### src/rtl/ipu_pkg.sv
// Shared constants and elaboration-time helpers for the instruction prefetch unit.
package ipu_pkg;

    localparam int unsigned BITS_PER_BYTE = 8;

    function automatic int unsigned clog2(input int unsigned value);
        int unsigned res;
        res = 0;
        for (int unsigned i = 0; i < 32; i++) begin
            if ((64'd1 << i) < 64'(value)) res = i + 1;
        end
        return res;
    endfunction

    function automatic int unsigned pc_inc(input int unsigned data_w);
        return data_w / BITS_PER_BYTE;
    endfunction

endpackage

### src/rtl/prefetch_fifo.sv
// Synchronous FIFO with wrap-bit pointers, a zero-latency head and a synchronous flush.
module prefetch_fifo
    import ipu_pkg::*;
#(
    parameter int unsigned WIDTH = 64,
    parameter int unsigned DEPTH = 4
) (
    input  logic                    clk,
    input  logic                    rst_n,
    input  logic                    flush_i,
    input  logic                    push_i,
    input  logic [WIDTH-1:0]        wdata_i,
    input  logic                    pop_i,
    output logic [WIDTH-1:0]        rdata_o,
    output logic                    empty_o,
    output logic [clog2(DEPTH):0]   count_o
);

    localparam int unsigned PtrW = clog2(DEPTH);
    localparam logic [PtrW:0] PtrOne = (PtrW + 1)'(1);

    logic [PtrW:0]      wr_ptr_q, wr_ptr_d, rd_ptr_q, rd_ptr_d;
    logic [WIDTH-1:0]   mem_q [DEPTH];
    logic               full, do_push, do_pop;

    assign empty_o = (wr_ptr_q == rd_ptr_q);
    assign full    = (wr_ptr_q[PtrW] != rd_ptr_q[PtrW]) &&
                     (wr_ptr_q[PtrW-1:0] == rd_ptr_q[PtrW-1:0]);
    assign count_o = wr_ptr_q - rd_ptr_q;
    assign rdata_o = mem_q[rd_ptr_q[PtrW-1:0]];

    always_comb begin
        do_push  = push_i && !full && !flush_i;
        do_pop   = pop_i && !empty_o && !flush_i;
        wr_ptr_d = wr_ptr_q;
        rd_ptr_d = rd_ptr_q;
        if (flush_i) begin
            // Emptying by catching the read pointer up keeps the write side untouched.
            rd_ptr_d = wr_ptr_q;
        end else begin
            if (do_push) wr_ptr_d = wr_ptr_q + PtrOne;
            if (do_pop)  rd_ptr_d = rd_ptr_q + PtrOne;
        end
    end

    always_ff @(posedge clk or negedge rst_n) begin
        if (!rst_n) begin
            wr_ptr_q <= '0;
            rd_ptr_q <= '0;
        end else begin
            wr_ptr_q <= wr_ptr_d;
            rd_ptr_q <= rd_ptr_d;
        end
    end

    always_ff @(posedge clk) begin
        if (do_push) mem_q[wr_ptr_q[PtrW-1:0]] <= wdata_i;
    end

endmodule

### src/rtl/instr_prefetch_unit.sv
// Instruction prefetcher: credit-limited pipelined fetch, PC-tagged queue, redirect with
// flush and discard of stale in-flight responses.
module instr_prefetch_unit
    import ipu_pkg::*;
#(
    parameter int unsigned       ADDR_W   = 32,
    parameter int unsigned       DATA_W   = 32,
    parameter int unsigned       DEPTH    = 4,
    parameter int unsigned       MAX_OUT  = 2,
    parameter logic [ADDR_W-1:0] RESET_PC = '0
) (
    input  logic                    clk,
    input  logic                    rst_n,
    output logic                    imem_req,
    output logic [ADDR_W-1:0]       imem_addr,
    input  logic                    imem_gnt,
    input  logic                    imem_rvalid,
    input  logic [DATA_W-1:0]       imem_rdata,
    output logic                    inst_valid,
    input  logic                    inst_ready,
    output logic [DATA_W-1:0]       inst_data,
    output logic [ADDR_W-1:0]       inst_pc,
    input  logic                    redirect_valid,
    input  logic [ADDR_W-1:0]       redirect_pc,
    output logic [clog2(DEPTH):0]   occupancy,
    output logic                    err_spurious
);

    localparam int unsigned       CntW      = clog2(DEPTH) + 1;
    localparam logic [ADDR_W-1:0] PcInc     = ADDR_W'(pc_inc(DATA_W));
    localparam logic [ADDR_W-1:0] AlignMask = ~(PcInc - ADDR_W'(1));
    localparam logic [CntW:0]     DepthW    = (CntW + 1)'(DEPTH);
    localparam logic [CntW-1:0]   MaxOutW   = CntW'(MAX_OUT);
    localparam logic [CntW-1:0]   CntOne    = CntW'(1);

    logic [ADDR_W-1:0]        fetch_pc_q, fetch_pc_d, resp_pc_q, resp_pc_d;
    logic [CntW-1:0]          outstanding_q, outstanding_d, drop_cnt_q, drop_cnt_d;
    logic                     err_q, err_d, run_q;
    logic                     accept, resp_ok, push, pop, fifo_empty;
    logic [CntW:0]            in_use;
    logic [DATA_W+ADDR_W-1:0] head;

    // Slots already promised: queued words plus in-flight words that will be kept.
    assign in_use     = {1'b0, occupancy} + {1'b0, outstanding_q} - {1'b0, drop_cnt_q};
    assign imem_req   = run_q && !redirect_valid && (outstanding_q < MaxOutW) && (in_use < DepthW);
    assign imem_addr  = fetch_pc_q;
    assign accept     = imem_req && imem_gnt;
    assign resp_ok    = imem_rvalid && (outstanding_q != '0);
    assign push       = resp_ok && !redirect_valid && (drop_cnt_q == '0);
    assign pop        = inst_valid && inst_ready;
    assign inst_valid = !fifo_empty;
    assign inst_data  = head[DATA_W+ADDR_W-1:ADDR_W];
    assign inst_pc    = head[ADDR_W-1:0];
    assign err_spurious = err_q;

    always_comb begin
        fetch_pc_d    = fetch_pc_q;
        resp_pc_d     = resp_pc_q;
        outstanding_d = outstanding_q;
        drop_cnt_d    = drop_cnt_q;
        err_d         = err_q || (imem_rvalid && (outstanding_q == '0));
        if (accept)  outstanding_d = outstanding_d + CntOne;
        if (resp_ok) outstanding_d = outstanding_d - CntOne;
        if (redirect_valid) begin
            fetch_pc_d = redirect_pc & AlignMask;
            resp_pc_d  = redirect_pc & AlignMask;
            drop_cnt_d = resp_ok ? (outstanding_q - CntOne) : outstanding_q;
        end else begin
            if (accept) fetch_pc_d = fetch_pc_q + PcInc;
            if (resp_ok && (drop_cnt_q != '0)) drop_cnt_d = drop_cnt_q - CntOne;
            if (push) resp_pc_d = resp_pc_q + PcInc;
        end
    end

    always_ff @(posedge clk or negedge rst_n) begin
        if (!rst_n) begin
            fetch_pc_q    <= RESET_PC;
            resp_pc_q     <= RESET_PC;
            outstanding_q <= '0;
            drop_cnt_q    <= '0;
            err_q         <= 1'b0;
            run_q         <= 1'b0;
        end else begin
            fetch_pc_q    <= fetch_pc_d;
            resp_pc_q     <= resp_pc_d;
            outstanding_q <= outstanding_d;
            drop_cnt_q    <= drop_cnt_d;
            err_q         <= err_d;
            run_q         <= 1'b1;
        end
    end

    prefetch_fifo #(
        .WIDTH (DATA_W + ADDR_W),
        .DEPTH (DEPTH)
    ) u_fifo (
        .clk     (clk),
        .rst_n   (rst_n),
        .flush_i (redirect_valid),
        .push_i  (push),
        .wdata_i ({imem_rdata, resp_pc_q}),
        .pop_i   (pop),
        .rdata_o (head),
        .empty_o (fifo_empty),
        .count_o (occupancy)
    );

endmodule

### config.mk
export PLATFORM = sky130hd
export DESIGN_NAME = instr_prefetch_unit
export DESIGN_NICKNAME = d
export VERILOG_FILES = /design/src/rtl/ipu_pkg.sv /design/src/rtl/prefetch_fifo.sv /design/src/rtl/instr_prefetch_unit.sv
export SDC_FILE = /design/constraint.sdc
export NUM_CORES = 1
export LEC_CHECK = 0
export CORE_UTILIZATION = 50
export CTS_CLUSTER_DIAMETER = 200
export CTS_CLUSTER_SIZE = 10
export DETAILED_ROUTE_END_ITERATION = 8
export HOLD_SLACK_MARGIN = 0.15
export PLACE_DENSITY_LB_ADDON = 0.12
export REMOVE_ABC_BUFFERS = 1
export SYNTH_ARGS = -nofsm -noshare
export SYNTH_HDL_FRONTEND = slang
export SYNTH_SLANG_ARGS = --single-unit
### constraint.sdc
create_clock -name clk -period 4.3 [get_ports clk]
set_input_delay 0.86 -clock clk [delete_from_list [all_inputs] [get_ports clk]]
set_output_delay 0.86 -clock clk [all_outputs]
set_load 0.03 [all_outputs]
[Yosys cells after proc, flatten, opt, wreduce, memory -nomap -nowiden]
Memories as Yosys holds them, arrays and structs flattened.
Cells that the tools add are included.
Storage, ports and cells
  bits in registers: 78
  RAM bits: 256
  bits of input ports: 70
  output and inout port bits: 102
  logic and storage cells: 67
  memories: 1
Memories
  u_fifo.mem_q: words 4, bits a word 64, read ports 1, clocked after memory_dff 0, write ports 1, RTL line prefetch_fifo.sv:23  | logic [WIDTH-1:0] mem_q [DEPTH];
Operators by class
  $add $sub $neg: 11
  $lt $le $gt $ge: 2
  equality and inequality tests: 3
  mux-type cells: 13
  bitwise logic cells: 1
  reductions and logical operators: 28
Operator list (count)
  2-to-1 mux 32 bit: 4
  adder 32 x 3 -> 32 bit (second input constant): 2
  2-to-1 mux 3 bit: 7
  logical AND 1 bit: 15
  adder 3 x 1 -> 3 bit (second input constant): 3
  subtractor 3 x 1 -> 3 bit (second input constant): 3
  nonzero test 2 bit: 4
  zero test 3 bit: 2
  nonzero test 3 bit: 2
  adder 3 x 3 -> 4 bit: 1
  less-than comparator 4 x 3 -> 1 bit (second input constant): 1
  subtractor 4 x 3 -> 4 bit: 1
  == test 3 bit: 1
  zero test 1 bit: 3
  less-than comparator 3 x 2 -> 1 bit (second input constant): 1
  subtractor 3 bit: 1
  == test 2 bit: 1
  2-to-1 mux 1 bit: 2
  AND reduction 2 bit: 1
  logical OR 1 bit: 1
  inequality test 1 bit: 1
  NOT 1 bit: 1

[Logic depth before layout (Yosys ltp)]
  depth in word-level cells: 9
  gate-level depth with buffers: 19
  depth with buffers taken out: 17

[Modules after synthesis]
Synthesis repeated with hierarchy kept, for this count alone.
Second synthesis, totals
  cells, all modules: 863
  area total of the unflattened synthesis: 14020.9 um2
By module, submodules not included
  prefetch_fifo: instances 1, cells each 388, area an instance 9736.8 um2, seq. area each 7837.5 um2
  instr_prefetch_unit: instances 1, cells each 475, area an instance 4284.1 um2, seq. area each 1701.6 um2

[Worst setup path before layout]
No wires, ideal clock.
  kind: flip-flop to flip-flop
  start point: register u_fifo.rd_ptr_q[1]
  end point: register outstanding_q[2]
  setup time: 123 ps
  arrival time: 4760 ps
  required time: 4177 ps
  slack: -582 ps
  stages on the path, launching flop included: 19
  path buffers: 4
  period minus slack after synthesis: 4882 ps
  cells stage by stage: dfrtp_1 > clkbuf_1 > clkbuf_1 > inv_1 > fa_1 > xor2_1 > inv_1 > fa_1 > inv_1 > ha_1 > nor4_2 > o21a_1 > buf_4 > buf_4 > xnor2_1 > ha_1 > nand2_1 > xnor2_1 > xnor2_1
Between the ends
  cells in the longest elaborated chain, start to end: 9
RTL lines
  start: declaration: RTL line prefetch_fifo.sv:22  | logic [PtrW:0] wr_ptr_q, wr_ptr_d, rd_ptr_q, rd_ptr_d;
  start signal: assignment: RTL line prefetch_fifo.sv:52  | rd_ptr_q <= rd_ptr_d;
  subtractor 3 bit *: RTL line prefetch_fifo.sv:29  | assign count_o = wr_ptr_q - rd_ptr_q;
  net occupancy[2]: RTL line instr_prefetch_unit.sv:25  | output logic [clog2(DEPTH):0] occupancy,
  adder 3 x 3 -> 4 bit *: RTL line instr_prefetch_unit.sv:44  | assign in_use = {1'b0, occupancy} + {1'b0, outstanding_q} - {1'b0, drop_cnt_q};
  subtractor 4 x 3 -> 4 bit *: RTL line instr_prefetch_unit.sv:44
  less-than comparator 4 x 3 -> 1 bit *: RTL line instr_prefetch_unit.sv:45  | assign imem_req = run_q && !redirect_valid && (outstanding_q < MaxOutW) && (in_use < DepthW);
  logical AND 1 bit *: RTL line instr_prefetch_unit.sv:45
  logical AND 1 bit *: RTL line instr_prefetch_unit.sv:47  | assign accept = imem_req && imem_gnt;
  2-to-1 mux 3 bit *: RTL line instr_prefetch_unit.sv:62  | if (accept) outstanding_d = outstanding_d + CntOne;
  subtractor 3 x 1 -> 3 bit: RTL line instr_prefetch_unit.sv:63  | if (resp_ok) outstanding_d = outstanding_d - CntOne;
  2-to-1 mux 3 bit *: RTL line instr_prefetch_unit.sv:63
  net outstanding_d[2]: RTL line instr_prefetch_unit.sv:37  | logic [CntW-1:0] outstanding_q, outstanding_d, drop_cnt_q, drop_cnt_d;
  end signal: assignment: RTL line instr_prefetch_unit.sv:86  | outstanding_q <= outstanding_d;
  end: declaration: RTL line instr_prefetch_unit.sv:37
The timed path passes the listed nets; every way through them passes the cells marked *.
A chain may end at the register's enable or synchronous reset.

[Worst setup path in the final report]
  start point: register u_fifo.rd_ptr_q[0]
  end point: output port imem_req
Between the ends
  cells in the longest elaborated chain, start to end: 5
RTL lines
  subtractor 3 bit: RTL line prefetch_fifo.sv:29
  adder 3 x 3 -> 4 bit: RTL line instr_prefetch_unit.sv:44
  subtractor 4 x 3 -> 4 bit: RTL line instr_prefetch_unit.sv:44
  less-than comparator 4 x 3 -> 1 bit: RTL line instr_prefetch_unit.sv:45
  logical AND 1 bit: RTL line instr_prefetch_unit.sv:45
  end: declaration: RTL line instr_prefetch_unit.sv:14  | output logic imem_req,
Every way passes these cells.

==> results.toml <==
[sta]
rsz0062_at_grt = "false"
final_hold_viol_count = 0
clock_skew_ps = 16.0
fin_crit_ps = 4130
setup_viol = 0
max_freq_ghz = 0.242
setup_ws_ps = 169
tns_ps = 0
slew_headroom = 0.329
report.final.slew_viol_count = 0
fin_crit_sh = 0.961
tightest_slew_ps = 1010

[synth]
syn-instance-count = 825
yosysTopAreaCell = "edfxtp_1"
synth_common_cells = "edfxtp_1, dfrtp_1, nand2_1"
synthFlopType = "edfxtp_1"
synthTopCellsByArea = "edfxtp_1, dfrtp_1, mux4_2"
yosysSeqAreaShare = 0.684
ys_seq_elements = 322
synth_top_area_share = 0.548
synth_area_sq_um = 13600
yosysWarnings = 0
synthArstFlopShare = 0.230
synthMostInstantiatedCell = "edfxtp_1"
synth_edf_count = 248
synth.avg_cell_area_sq_um = 16.5
ys_types = 57

[layout]
nFillCells = 1927
fin_nets = 1108
area.sequential_sq_um = 9300
fin_util = 0.642
multi_input_area_sq_um = 4090
syn_to_final_growth_pct = 24.4
layout-drive-gt1-share = 0.154
n_antenna_cell = 0

[status]
status = "finished clean"

[clock_network]
cts_tree = "built"
htree_levels = 2
numCtsBuffers = 38
cts_buffer_depth = 3
root_buffer = "clkbuf_16"
clk_pin_slew_ps = 60
worstSkewPairLatency_ps = 510
clock_sinks = 322
cts_hold_buf = 0

[routing]
vias = 7869
routed_via_density = 5.70
drt_pass1_iterations = 5
drt_iter0_drc = 591
routedWlPerCell_microns = 21.2
routed_wl_mm = 29.2
drcViolationCount = 0
ant_nets = 0

[floorplan]
die_h_microns = 167
die_w_microns = 167
die_area_sq_um = 27900
initial_core_util = 0.516
core_sq_um = 26400
rows = 59
io_pins = 172

[global_route]
met2_usage = 0.351
grt.met1_usage = 0.293
met3_usage = 0.0399
antenna_found_initial = 0
grt_pass1_vias = 7955
grt_overflow_total = 0
grt_pass1_wl_mm = 45.4
grt.busiest_layer = "met2"
grt_max_degree = 75
grt_usage = 0.215

[worst_hold_path]
worstHoldPathType = "register to register"
hold_start = "err_spurious"

[setup_path]
worstPathCellList = "ha_1, inv_1, fa_1, fa_1, ha_1, nor3b_4, o211a_4, o21a_1, buf_6"
crit_type = "register to output pin"
required_ps = 3440
critPathLaunch = "u_fifo.rd_ptr_q[0]"
start_kind = "register"
crit_path_end_kind = "output pin"
timing.rr.start = "u_fifo.wr_ptr_q[0]"
crit_slowest_cell = "dfrtp_4"
slowest_delay_ps = 490
crit_path_max_fanout = 7
worst_ep_arrival_time_ps = 3270

[power]
ir_worst_vdd_uv = 608
total_power_mw = 10.6
p_leak_nw = 5.80
p_per_area_nw_per_um2 = 624

[flow_run]
drv_cap = 0

[placed_design]
numPortBuffers = 165
dpl.hpwl_mm = 18.5
routabilityCongestion = 0.814
pre_cts_ws_ps = 382
## report_power, final
group	switching [mW]	internal (mW)	leakage [nW]
Clock	1.15	1.69	0.522
Sequential	0.187	3.57	3.11
Combinational	2.14	1.82	2.17
## cell families after synthesis
family,after synthesis,share of synthesized area
flip-flops,322,0.684
XOR/XNOR,40,0.0258
buffers and inverters,66,0.0206
multiplexers,92,0.126
other,2,0.000552
adder cells (fa/ha/maj),21,0.0210
AO/OA/AOI/OAI,87,0.0454
AND/OR/NAND/NOR,195,0.0765
## layout make-up
class                   count  share of cell area
flip-flops and latches    322               0.550
clock buffers              66              0.0637
repair buffers            189               0.113
multi-input cells         440               0.242
well taps                 335              0.0248
inverters                  26             0.00577
clock inverters             2             0.00104
## registers in the layout, summed over array words and instances (netlist names), 3 cells and up
name / count
outstanding_q: 3
imem_addr: 30
u_fifo.mem_q: 248
resp_pc_q: 30
u_fifo.rd_ptr_q: 3
drop_cnt_q: 3
u_fifo.wr_ptr_q: 3
## what timing repair did
action | CTS | global route
pin swaps | 1 | 2
resized for setup | 3 | 5
setup endpoints to repair | 1 | 1
buffers inserted | 2 | 0
## stage by stage
stage          hold WS (ps)  instance area (sq um)  std cells
2_1_floorplan           482                  13400        788
3_3_place_gp            443                  15800       1310
3_5_place_dp            445                  15800       1310
4_1_cts                 463                  16900       1380
5_1_grt                 469                  16900       1380
6_report                457                  16900       1380
## path summary, 6_finish.rpt
check	endpoint	slack (ps)	cells after the start
min in group asynchronous	resp_pc_q[4]	600	2
max	imem_req	170	9
min reg2reg	err_spurious	460	1
max in group asynchronous	u_fifo.rd_ptr_q[0]	2960	2
min	err_spurious	460	1
max reg2reg	imem_addr[28]	550	16
## cell usage in the layout, fill, tap and decap left out, drive strengths merged, types with 5 or more instances in the layout
| cell type | n |
|---|---|
| a21o | 6 |
| and2 | 9 |
| and3 | 10 |
| buf | 27 |
| clkbuf | 66 |
| clkdlybuf4s50 | 162 |
| conb | 5 |
| dfrtp | 74 |
| edfxtp | 248 |
| ha | 18 |
| inv | 28 |
| mux2 | 15 |
| mux2i | 15 |
| mux4 | 62 |
| nand2 | 64 |
| nand3 | 32 |
| nand4 | 11 |
| nor2 | 13 |
| nor3 | 13 |
| nor4 | 9 |
| o211ai | 12 |
| o21ai | 24 |
| o31a | 6 |
| o31ai | 6 |
| or4 | 13 |
| xnor2 | 29 |
| xor2 | 11 |
## metal layers
| metal | share of wire | wire (microns) | vias to the layer above |
|---|---|---|---|
| met5 | 0 | 0 | - |
| met4 | 0.026 | 756 | 0 |
| met3 | 0.049 | 1440 | 51 |
| met2 | 0.48 | 14000 | 201 |
| met1 | 0.44 | 13000 | 4001 |
| li1 | - | - | 3616 |
## worst max-delay path: cells and delay by family (launching register included)
family	cells	cell delay [ps]
simple gates	1	270
compound gates	2	410
fa+ha+maj	4	1380
flops	1	490
buf+inv	2	210
No activity file was read; power rests on OpenSTA's default activity.
